$ cat config.mk
export PLATFORM = sky130hd
export DESIGN_NAME = disp_sched
export DESIGN_NICKNAME = d
export VERILOG_FILES = /design/src/rtl/disp_sched.sv
export SDC_FILE = /design/constraint.sdc
export NUM_CORES = 1
export LEC_CHECK = 0
export ABC_CLOCK_PERIOD_IN_PS = 2900
export CAP_MARGIN = 0
export CORE_MARGIN = 5
export CORE_UTILIZATION = 39
export CTS_CLUSTER_DIAMETER = 30
export CTS_CLUSTER_SIZE = 40
export DETAILED_ROUTE_END_ITERATION = 10
export GPL_TIMING_DRIVEN = 0
export PLACE_DENSITY = 0.68
export SLEW_MARGIN = 20
export SYNTH_ARGS = -nofsm -noshare
export SYNTH_HDL_FRONTEND = slang
export SYNTH_SLANG_ARGS = --single-unit
export TNS_END_PERCENT = 10
$ cat constraint.sdc
create_clock -name Clock -period 2.9 [get_ports Clock]
set_clock_uncertainty 0.1 [all_clocks]
set_input_delay 0.58 -clock Clock [delete_from_list [all_inputs] [get_ports Clock]]
set_output_delay 0.58 -clock Clock [all_outputs]
set_load 0.005 [all_outputs]
$ cat src/rtl/disp_sched.sv
// disp_sched: four requesters share one iterative subtract-by-10
// binary-to-BCD converter under round-robin arbitration.
// Optional 7-segment outputs are compiled in with DISP_SCHED_SEG_EN.
module disp_sched #(
  parameter int WIDTH = 6
) (
  input  logic               Clock,
  input  logic               Resetn,
  input  logic [3:0]         REQ,
  input  logic [4*WIDTH-1:0] VAL,
  output logic [3:0]         ACK,
  output logic [3:0]         TENS,
  output logic [3:0]         ONES,
  output logic               BUSY
`ifdef DISP_SCHED_SEG_EN
  ,
  output logic [0:6]         HEX1,
  output logic [0:6]         HEX0
`endif
);

  typedef enum logic [1:0] {
    S_IDLE = 2'd0,
    S_CONV = 2'd1,
    S_DONE = 2'd2
  } state_t;

  state_t             r_state, w_state_next;
  logic [1:0]         r_ptr, w_ptr_next;
  logic [1:0]         r_g, w_g_next;
  logic [WIDTH-1:0]   r_rem, w_rem_next;
  logic [3:0]         r_tacc, w_tacc_next;
  logic [3:0]         r_tens, w_tens_next;
  logic [3:0]         r_ones, w_ones_next;

  logic [WIDTH-1:0]   w_val [4];
  logic               w_any;
  logic [1:0]         w_gidx;

  // Unpack the per-requester values
  for (genvar gi = 0; gi < 4; gi++) begin : g_unpack
    assign w_val[gi] = VAL[WIDTH*gi +: WIDTH];
  end

  // Round-robin pick: first active requester at or after the pointer
  always_comb begin
    logic [1:0] v_idx;
    v_idx  = r_ptr;
    w_any  = 1'b0;
    w_gidx = r_ptr;
    for (int k = 3; k >= 0; k--) begin
      v_idx = r_ptr + 2'(k);
      if (REQ[v_idx]) begin
        w_any  = 1'b1;
        w_gidx = v_idx;
      end
    end
  end

  // Next-state and ACK decode
  always_comb begin
    w_state_next = r_state;
    w_ptr_next   = r_ptr;
    w_g_next     = r_g;
    w_rem_next   = r_rem;
    w_tacc_next  = r_tacc;
    w_tens_next  = r_tens;
    w_ones_next  = r_ones;
    ACK          = 4'b0000;
    case (r_state)
      S_IDLE: begin
        if (w_any) begin
          w_g_next     = w_gidx;
          w_rem_next   = w_val[w_gidx];
          w_tacc_next  = 4'd0;
          w_state_next = S_CONV;
        end
      end
      S_CONV: begin
        if (r_rem >= WIDTH'(10)) begin
          w_rem_next  = r_rem - WIDTH'(10);
          w_tacc_next = r_tacc + 4'd1;
        end else begin
          w_tens_next  = r_tacc;
          w_ones_next  = r_rem[3:0];
          w_state_next = S_DONE;
        end
      end
      S_DONE: begin
        ACK          = 4'b0001 << r_g;
        w_ptr_next   = r_g + 2'd1;
        w_state_next = S_IDLE;
      end
      default: w_state_next = S_IDLE;
    endcase
  end

  // State and datapath registers, cleared asynchronously
  always_ff @(posedge Clock or negedge Resetn) begin
    if (!Resetn) begin
      r_state <= S_IDLE;
      r_ptr   <= 2'd0;
      r_g     <= 2'd0;
      r_rem   <= '0;
      r_tacc  <= 4'd0;
      r_tens  <= 4'd0;
      r_ones  <= 4'd0;
    end else begin
      r_state <= w_state_next;
      r_ptr   <= w_ptr_next;
      r_g     <= w_g_next;
      r_rem   <= w_rem_next;
      r_tacc  <= w_tacc_next;
      r_tens  <= w_tens_next;
      r_ones  <= w_ones_next;
    end
  end

  assign TENS = r_tens;
  assign ONES = r_ones;
  assign BUSY = (r_state != S_IDLE);

`ifdef DISP_SCHED_SEG_EN
  // Active-low a..g patterns; values above 9 blank the digit
  function automatic logic [0:6] seg7(input logic [3:0] d);
    case (d)
      4'd0:    seg7 = 7'b0000001;
      4'd1:    seg7 = 7'b1001111;
      4'd2:    seg7 = 7'b0010010;
      4'd3:    seg7 = 7'b0000110;
      4'd4:    seg7 = 7'b1001100;
      4'd5:    seg7 = 7'b0100100;
      4'd6:    seg7 = 7'b0100000;
      4'd7:    seg7 = 7'b0001111;
      4'd8:    seg7 = 7'b0000000;
      4'd9:    seg7 = 7'b0000100;
      default: seg7 = 7'b1111111;
    endcase
  endfunction

  // Decode the registered digits
  always_comb begin
    HEX1 = seg7(r_tens);
    HEX0 = seg7(r_ones);
  end
`endif

endmodule

==> impl_results.md <==
- Status: complete, no violations
- CP required: ~2.2 ns
- Final core occ: 0.550
- Crit path cell chain: buf_2, nor2b_1, and2_1, clkdlybuf4s50_1
- Worst slew pin tran: about 0.52 ns
- Initial Util: 0.398
- Area Overhead vs Synth: 38.1%
- Post CTS Setup Buffer Count: 0
- Sink Count: 24
- Fin. max-slew vios: 0
- Min-Delay Path Class: in -> async
- Row cnt: 22
- Die W: about 70 microns
- Maximum vdd drop: 0.000583 V
- Initial antenna violation count: 0
- Via count of the first global-routing pass: 1,193
- Share of the yosys chip area belonging to registers: 0.418
- Final Hold Viols: 0
- RR Startpoint: r_ptr[0]
- R2R Path End: r_rem[2]
- Slew HR: 0.654
- Drt drc: 0
- Io pins: 43
- Syn Nets: 182
- Synthesis Warnings: 0
- # setup viols final: 0
- Cell depth of the worst flop-to-flop path: 7
- Startpoint Class: flip-flop
- Post-DP HPWL: 2490 microns
- First DRT Iteration DRCs: 35
- Maxcap violations: 0
- Antenna cells: 0
- Die area: 5000 sq um
- EDFF count, synth: 0
- Worst-path fanout max: 8
- Top cell type's share of synthesized area: 0.418
- Final Cycle Share: 0.862
- CTS H-tree depth: 1
- First-pass DRT Iterations: 4
- Commonest cells post-synth: 24 x dfrtp_1, 17 x nand2_1, 11 x mux2i_1, 10 x inv_1, 10 x nor2_1
- Antenna viol nets, final: 0
- PD cells: 927 nW/um^2
- Placed Area: 1920 sq um
- Total routed wirelength: 3140 microns
- FF+latch count, synth: 24
- Cells after synthesis: between 100 and 150
- Main synth FF type: dfrtp_1
- Crit. End Element: primary output
- Crit path DAT: 1.82 ns
- Cell taking the most area after synthesis: dfrtp_1
- RePlAce Congestion: 0.823
- First-pass GRT wire length: between 5000 and 6000 microns
- Share of cells above drive strength 1: 0.120
- Core outline area: 3610 sq um
- Async S/R FF share, synth: 1.00
- Hold-fix buffers, CTS: 0
- Syn Area/Cell: between 9 and 10 sq um
- Clock-pin slew on the worst setup and hold paths: 0.08 ns
- CP startpoint: r_state[0]
- CTS resizes: 0
- Most common cell in the synthesized netlist: dfrtp_1
- Setup TNS: 0 ns
- Routed WL per cell: around 13 microns
- Final total power: 1.84 mW
- Cell variety after synth: 34
- TritonCTS clock tree: yes
- Crit Path Category: reg -> out
- Fmax: 400 MHz
- Mapped Area: 1440 sq um
- Filler cell count: 329
- Finished Cell Area: roughly 2000 sq um
- Reg2Reg Setup Slack: 1.06 ns
- Final min period: 2.50 ns
- Synth area leaders: dfrtp_1 42%, mux2i_1 7.7%, mux2_2 6.3%
- Die H: 70.7 microns
- Largest net degree at the start of global routing: 25
- Number of I/O port buffers: 42
- Pleak: 0.898 nW
- Setup crit end: ACK[3]
- Vias: between 1,000 and 1,500
- Unrepaired setup endpoints after global routing: no
- Worst path slowest cell: clkdlybuf4s50_1
- Root buffer cell: clkbuf_8
- Clk buf depth: 2
- Routed vias/inst: just under 5
- Worst path max stage delay: between 0.4 and 0.5 ns
- GRT Total Usage: 0.136
- NumNets Final: 229
- Remaining Overflow, GRT: 0
- Worst skew pair latency: about 0.26 ns
- CTS Buf Count: 3
## layout make-up
class | instances | area [sq um] | share of cell area
buffer | 4 | 32.5 | 0.0164
clock buffer | 3 | 41.3 | 0.0208
clock inverter | 1 | 30.0 | 0.0151
inverter | 10 | 37.5 | 0.0189
multi-input combinational | 108 | 766 | 0.386
sequential | 24 | 601 | 0.303
tap | 48 | 60.1 | 0.0303
timing repair buffer | 42 | 415 | 0.209
## cells in the final DEF (no fill, tap or decap), types with 2 or more instances in the layout
master,instances
ha_1,6
a21o_1,3
mux2_2,8
a21oi_1,5
buf_6,2
mux2i_1,11
a22oi_1,3
and2_1,5
nor3_1,2
a2bb2oi_1,2
inv_1,10
nor2b_1,4
buf_2,3
nor2_1,10
nand2_1,17
o21a_1,2
clkdlybuf4s50_1,41
o21ai_0,8
dfrtp_1,24
xor2_1,2
nand2b_1,3
clkbuf_8,3
o21ai_1,4
## worst max-delay path: cells and delay by family, from the launching register on
family | cells | cell delay, ns
AND/OR/NAND/NOR | 2 | 0.54
flip-flops | 1 | 0.36
buffers and inverters | 2 | 0.66
## metal layers
layer	vias to the layer above	part of all wire	global-route usage
li1	595	-	-
met1	564	0.45	0.178
met2	28	0.50	0.219
met3	2	0.055	0.0341
met4	0	0.0032	0.0438
met5	-	0	0
## worst min path at each step
stage | start | end | cells after the start
6_report | Resetn | TENS[1] | 1
5_1_grt | Resetn | TENS[1] | 1
4_1_cts | r_rem[0] | ONES[0] | 2
3_5_place_dp | r_rem[0] | r_rem[0] | 1
3_3_place_gp | r_rem[0] | ONES[0] | 2
2_1_floorplan | Resetn | ONES[0] | 0
## metrics by stage
step / std cells / hold WS (ns) / worst slack, ns
floorplan: 146 / 0.184 / 1.03
global placement: 236 / 0.359 / 0.434
detailed placement: 236 / 0.370 / 0.407
CTS: 240 / 0.393 / 0.373
global route: 240 / 0.220 / 0.278
finish: 240 / 0.179 / 0.399
## sequential cells by signal, summed over array words and instances (netlist names)
name	count
ONES	4
TENS	4
r_g	2
r_ptr	2
r_rem	6
r_state	2
r_tacc	4
## power breakdown
| part | internal, mW | switching [mW] | total (mW) |
|---|---|---|---|
| combinational | 0.483 | 0.456 | 0.938 |
| clock | 0.184 | 0.105 | 0.290 |
| sequential | 0.485 | 0.125 | 0.610 |
## kinds of logic (layout without fill, tap and decap cells)
group	count (synthesis)	in the layout	share of synthesized area
fa+ha+maj	6	6	0.0523
simple gates	47	47	0.164
xor+xnor	2	2	0.0122
buf+inv	14	60	0.0488
flops	24	24	0.418
compound gates	34	34	0.166
mux	19	19	0.139
No activity file was read; power rests on OpenSTA's default activity.
